==> src/rtl/uart_rx_sampler.sv <==
// 8N1 UART receiver for the joystick link: synchronises Rx, rejects start-bit glitches,
// samples each bit mid-period and checks the stop bit before presenting a byte.
module uart_rx_sampler #(
    parameter int CLKS_PER_BIT = 434,
    parameter int HALF_BIT     = CLKS_PER_BIT / 2
) (
    input  logic       clk50,
    input  logic       nreset,
    input  logic       Rx,
    output logic [7:0] data,
    output logic       ready,
    output logic       ferr
);
    localparam int CW = $clog2(CLKS_PER_BIT);
    localparam logic [CW-1:0] CNT_ZERO    = {CW{1'b0}};
    localparam logic [CW-1:0] CNT_ONE     = CW'(1);
    localparam logic [CW-1:0] CNT_HALF    = CW'(HALF_BIT - 1);
    localparam logic [CW-1:0] CNT_BIT_END = CW'(CLKS_PER_BIT - 1);

    typedef enum logic [1:0] {
        S_IDLE  = 2'd0,
        S_START = 2'd1,
        S_DATA  = 2'd2,
        S_STOP  = 2'd3
    } state_t;

    state_t        state_q, state_d;
    logic          rx_m_q, rx_s_q, rx_prev_q;
    logic [CW-1:0] cnt_q, cnt_d;
    logic [2:0]    bit_idx_q, bit_idx_d;
    logic [7:0]    shreg_q, shreg_d;
    logic [7:0]    data_q, data_d;
    logic          ready_q, ready_d;
    logic          ferr_q, ferr_d;

    // Input synchroniser and edge-detect history; reset to idle-high so reset never looks like a start.
    always_ff @(posedge clk50 or negedge nreset) begin
        if (!nreset) begin
            rx_m_q    <= 1'b1;
            rx_s_q    <= 1'b1;
            rx_prev_q <= 1'b1;
        end else begin
            rx_m_q    <= Rx;
            rx_s_q    <= rx_m_q;
            rx_prev_q <= rx_s_q;
        end
    end

    // Receiver state, counters and registered outputs.
    always_ff @(posedge clk50 or negedge nreset) begin
        if (!nreset) begin
            state_q   <= S_IDLE;
            cnt_q     <= CNT_ZERO;
            bit_idx_q <= 3'd0;
            shreg_q   <= 8'h00;
            data_q    <= 8'h00;
            ready_q   <= 1'b0;
            ferr_q    <= 1'b0;
        end else begin
            state_q   <= state_d;
            cnt_q     <= cnt_d;
            bit_idx_q <= bit_idx_d;
            shreg_q   <= shreg_d;
            data_q    <= data_d;
            ready_q   <= ready_d;
            ferr_q    <= ferr_d;
        end
    end

    // Next-state and datapath logic; cnt returns to zero on every state change.
    always_comb begin
        state_d   = state_q;
        cnt_d     = cnt_q + CNT_ONE;
        bit_idx_d = bit_idx_q;
        shreg_d   = shreg_q;
        data_d    = data_q;
        ready_d   = ready_q;
        ferr_d    = ferr_q;
        case (state_q)
            S_IDLE: begin
                cnt_d = CNT_ZERO;
                if (rx_prev_q && !rx_s_q) begin
                    state_d = S_START;
                end else begin
                    state_d = S_IDLE;
                end
            end
            S_START: begin
                if (cnt_q == CNT_HALF) begin
                    cnt_d = CNT_ZERO;
                    // ready only drops once the start bit is confirmed, so glitches leave it alone
                    if (!rx_s_q) begin
                        ready_d   = 1'b0;
                        bit_idx_d = 3'd0;
                        state_d   = S_DATA;
                    end else begin
                        state_d = S_IDLE;
                    end
                end else begin
                    state_d = S_START;
                end
            end
            S_DATA: begin
                if (cnt_q == CNT_BIT_END) begin
                    cnt_d   = CNT_ZERO;
                    shreg_d = {rx_s_q, shreg_q[7:1]};
                    if (bit_idx_q == 3'd7) begin
                        state_d = S_STOP;
                    end else begin
                        bit_idx_d = bit_idx_q + 3'd1;
                    end
                end else begin
                    state_d = S_DATA;
                end
            end
            S_STOP: begin
                if (cnt_q == CNT_BIT_END) begin
                    cnt_d   = CNT_ZERO;
                    state_d = S_IDLE;
                    if (rx_s_q) begin
                        data_d  = shreg_q;
                        ready_d = 1'b1;
                        ferr_d  = 1'b0;
                    end else begin
                        ferr_d = 1'b1;
                    end
                end else begin
                    state_d = S_STOP;
                end
            end
            default: begin
                state_d = S_IDLE;
                cnt_d   = CNT_ZERO;
            end
        endcase
    end

    assign data  = data_q;
    assign ready = ready_q;
    assign ferr  = ferr_q;
endmodule

==> config.mk <==
export PLATFORM = sky130hd
export DESIGN_NAME = uart_rx_sampler
export DESIGN_NICKNAME = d
export VERILOG_FILES = /design/src/rtl/uart_rx_sampler.sv
export SDC_FILE = /design/constraint.sdc
export NUM_CORES = 1
export LEC_CHECK = 0
export CAP_MARGIN = 20
export CORE_MARGIN = 2
export CORE_UTILIZATION = 40
export DETAILED_ROUTE_END_ITERATION = 16
export PLACE_DENSITY = 0.56
export SLEW_MARGIN = 20
export SYNTH_ARGS = -nofsm -noshare
export SYNTH_HDL_FRONTEND = slang
export SYNTH_SLANG_ARGS = --single-unit
==> constraint.sdc <==
create_clock -name clk50 -period 4.8 [get_ports clk50]
set_clock_uncertainty 0.2 [all_clocks]
set_input_delay 0.48 -clock clk50 [delete_from_list [all_inputs] [get_ports clk50]]
set_output_delay 0.48 -clock clk50 [all_outputs]
set_load 0.02 [all_outputs]
Word level (Yosys, flattened, before mapping):

Index checks and enable logic that the tools add are counted.

* $add $sub $neg: 2
* equal/unequal tests: 13
* muxes and demuxes: 21
* reduce and logical (&&, ||, !) cells: 11

Operators by type and width (number)
* one-hot mux 9 bit (3 select lines): 1
* two-way mux 9 bit: 2
* two-way mux 3 bit: 4
* inequality test 2 bit, second input constant: 6
* two-way mux 2 bit: 5
* AND reduction 5 bit: 2
* adder 9 x 1 -> 9 bit, second input constant: 1
* == test 9 x 8 -> 1 bit, second input constant: 1
* == test 9 bit, second input constant: 1
* one-hot mux 2 bit (4 select lines): 1
* two-way mux 1 bit: 6
* one-hot mux 3 bit (2 select lines): 1
* == test 2 bit, second input constant: 2
* AND reduction 2 bit: 2
* nonzero test 2 bit: 2
* adder 3 x 1 -> 3 bit, second input constant: 1
* == test 3 bit, second input constant: 1
* inequality test 3 bit, second input constant: 1
* AND reduction 3 bit: 1
* == test 2 x 1 -> 1 bit, second input constant: 1
* logical NOT 2 bit: 1
* one-hot mux 1 bit (2 select lines): 1
* OR reduction 2 bit: 1
* logical AND 1 bit: 1
* logical NOT 1 bit: 1

* register bits after elaboration: 35

Depth between registers and ports, before layout:

* depth in word-level cells: 4
* depth in mapped cells: 7
* mapped depth without buffers: 6

Least setup slack after synthesis:

Ideal clock, no wire load.

* path kind: reg2reg
* from: register cnt_q[0]
* to: register bit_idx_q[0]
* arrival: 1.637 ns
* setup slack: 2.837 ns
* stages on the path, launching flop included: 7
* path buffers: 0
* path through: dfrtp_1 -> inv_1 -> ha_1 -> or4b_4 -> nor4_1 -> a21oi_1 -> mux2_4

* cells in the longest elaborated chain, start to end: 3
* elaborated cells between the ends (all ways): 5
* those cells by class: 4 x eq/ne; 1 x reduce/logical

RTL lines
* start, declared: RTL line 29 `logic [CW-1:0] cnt_q, cnt_d;`
* start signal, assigned: RTL line 61 `cnt_q <= cnt_d;`
* == test 9 bit or == test 9 x 8 -> 1 bit (tied branches): RTL line 104, 89
* inequality test 2 bit (no line)
* AND reduction 5 bit (no line) (*)
* end signal, assigned: RTL line 62 `bit_idx_q <= bit_idx_d;`
* end, declared: RTL line 30 `logic [2:0] bit_idx_q, bit_idx_d;`

Every way passes the cells marked *; elsewhere a longest branch is shown, timed or not.
A chain may end at the register's enable or synchronous reset.

Worst setup path in the final report:

* from: register cnt_q[1]
* to: register shreg_q[7]

* cells in the longest elaborated chain, start to end: 2

RTL lines
* == test 9 bit: RTL line 104 `if (cnt_q == CNT_BIT_END) begin`
* AND reduction 2 bit (no line)
* end signal, assigned: RTL line 63 `shreg_q <= shreg_d;`
* end, declared: RTL line 31 `logic [7:0] shreg_q, shreg_d;`

No other way between the ends.

==> results.tsv <==
metric	value	unit
power_density	380	nW/µm²
drc	0	
drt-pass1-iter-count	4	
postSynthCellCount	117	
ios	13	
synth_top_family_by_area	multiplexers	
antenna_found_initial	0	
cts.repair.resized	0	
crit_path_start_kind	flip-flop	
clock_latency	280	ps
place_hpwl	1590	µm
cts_root_buffer	clkbuf_8	
setup.worst_path.start	cnt_q[1]	
drt_wl_total	2390	µm
cp.required	4770	ps
clock.fmax	464	MHz
cts_hold_buffers	0	
port_buffers	12	
wl_met1	1150	µm
highest_layer	met4	
synth_compound_area_share	3.18	%
cp.arrival	2130	ps
synthMuxAreaShare	16.1	%
synth_xor_area_share	3.99	%
r2r-start	cnt_q[1]	
layout.nets	143	
die_x	66.0	µm
fin_ws	2640	ps
slowest_stage	or4_1	
drtAntennaViolNets	0	
area_growth_syn_to_layout	18.9	%
ys_seq_area_share	57.3	%
grt_pass1_vias	887	
rsz0062_at_grt	no	
start_util	41.6	%
worst_slew_pin_slew	565	ps
crit_type	reg -> reg	
overflow	0	
dieArea	4350	µm²
worst_ir_drop_vdd	0.203	mV
grt_pass1_wl	4100	µm
die_h	66.0	µm
place_ws	2630	ps
synth_warnings	0	
worstHoldStart	rx_m_q	
grt_max_degree	36	
synth_fa_ha_area_share	4.07	%
gp_congestion	0.755	
p_leak	0.000865	µW
cp_max_fo	9	
via_per_inst	4.92	
crit_buf_inv	1	
rows	22	
path_clk_slew	70	ps
syn_area	1540	µm²
clock_sinks	35	
synth.avg_cell_area	13.1	µm²
final.period_utilization	44.9	%
vias	906	
cts-buffers-inserted	5	
finalSetupTns	0	ps
path_delay_family	simple AND/OR/NAND/NOR gates	
core	3690	µm²
cp_slowest_stage_delay	710	ps
ys_seq_elements	35	
met2_length	1080	µm
cts_max_level	2	
syn-num-nets	125	
ys_types	34	
holdWs	156	ps
hold_class	reg -> reg	
critPathCaptureType	flip-flop	
wl_met3	94	µm
cts_tree	done	
hold_viol	0	
path_cells	inv_1 > ha_1 > nand4bb_1 > or4_1 > mux2_4	
min_period	2160	ps
status	complete, no violations	
drv_cap	0	
drt_iter0_markers	24	
clk_path_buf_depth	2	
diodes	0	
relSlewSlack	62.3	%
post_cts_buffers	0	
grt_usage	13.1	%
drive_gt1_share	25.7	%
setup_viol	0	
wl_per_cell	13.0	µm
maxSlewViolCount	0	
synthSimpleGateAreaFrac	13.7	%
p_total	694	µW
-- layer usage --
metal | GRT usage (%) | vias to the layer above
met1 | 16.3 | 451
met5 | 0 | -
met4 | 7.65 | 0
li1 | - | 440
met3 | 5.79 | 4
met2 | 18.6 | 11
-- power breakdown --
part / internal [µW] / leakage (µW) / switching (µW) / total, µW
Clock: 168 / 0.0000612 / 101 / 268
Sequential: 319 / 0.000468 / 29.2 / 348
Combinational: 38.7 / 0.000335 / 38.7 / 77.4
Total: 525 / 0.000865 / 168 / 694
-- per-stage QoR --
stage | utilization [%] | area [µm²] | instances
after floorplan | - | 1540 | 117
after global placement | 46.3 | 1710 | 176
after detailed placement | 46.3 | 1710 | 176
after CTS | 49.5 | 1830 | 184
after global routing | 49.5 | 1830 | 184
final | 49.5 | 1830 | 184
-- logic make-up (layout without fill, tap and decap cells) --
family / after synthesis / count (layout)
buffers and inverters: 5 / 24
DFF: 35 / 35
muxes: 19 / 19
xor gates and xnor gates: 7 / 7
adders and majority gates: 5 / 5
AOI/OAI and AO/OA: 7 / 7
and+or+nand+nor: 39 / 39
-- synthesized netlist by cell type --
library cell | instances | area (µm²)
xnor2_1 | 5 | 43.8
nand4_1 | 1 | 6.26
nand2_1 | 7 | 26.3
mux2_4 | 9 | 135
and3_1 | 1 | 6.26
buf_6 | 1 | 11.3
a22o_1 | 1 | 8.76
nand4b_1 | 1 | 8.76
nor2_2 | 1 | 6.26
dfstp_2 | 3 | 78.8
nor2b_1 | 2 | 12.5
or4b_4 | 1 | 13.8
inv_1 | 2 | 7.51
o21a_1 | 1 | 7.51
clkbuf_1 | 1 | 3.75
mux2_2 | 9 | 101
nor4_1 | 1 | 6.26
nand2b_1 | 1 | 6.26
nor3_1 | 3 | 15.0
a21boi_0 | 1 | 7.51
or3_1 | 1 | 6.26
mux2i_1 | 1 | 10.0
a21oi_1 | 2 | 10.0
xor2_1 | 2 | 17.5
ha_1 | 5 | 62.6
a22o_2 | 1 | 10.0
inv_2 | 1 | 3.75
nor2_1 | 12 | 45.0
or4_1 | 1 | 7.51
o21ai_0 | 1 | 5.00
dfrtp_1 | 32 | 801
nand4_2 | 1 | 12.5
nand4bb_1 | 1 | 11.3
nand3_1 | 4 | 20.0
-- worst paths after layout --
| path | slack [ps] | to | cells past startpoint |
|---|---|---|---|
| worst min register to register | 160 | rx_s_q | 0 |
| min in group asynchronous | 410 | data[1] | 2 |
| worst min-delay path | 160 | rx_s_q | 0 |
| max in group asynchronous | 3650 | rx_m_q | 2 |
| worst max register to register | 2640 | shreg_q[7] | 5 |
| worst max-delay path | 2640 | shreg_q[7] | 5 |
-- final cells by class --
class,count,area (µm²)
well taps,48,60.1
fillers,337,1860
flip-flops and latches,35,880
clock buffers,6,82.6
inverters,3,11.3
multi-input cells,77,629
clock inverters,2,35.0
repair buffers,13,128
-- layout by cell type (no fill, tap or decap), types with 2 or more instances in the layout --
| cell type | count |
|---|---|
| xor2_1 | 2 |
| mux2_4 | 9 |
| mux2_2 | 9 |
| inv_1 | 2 |
| xnor2_1 | 5 |
| clkbuf_8 | 6 |
| nor2_1 | 12 |
| nor3_1 | 3 |
| dfrtp_1 | 32 |
| ha_1 | 5 |
| nand2_1 | 7 |
| dfstp_2 | 3 |
| clkdlybuf4s50_1 | 12 |
| nand3_1 | 4 |
| nor2b_1 | 2 |
| a21oi_1 | 2 |
-- flip-flops by register name, summed over array words and instances, names as in the netlist --
register,count
state_q,2
data,8
rx_prev_q,1
cnt_q,9
ready,1
bit_idx_q,3
rx_m_q,1
ferr,1
shreg_q,8
rx_s_q,1
Note: power is estimated with default switching activity, not from simulation.
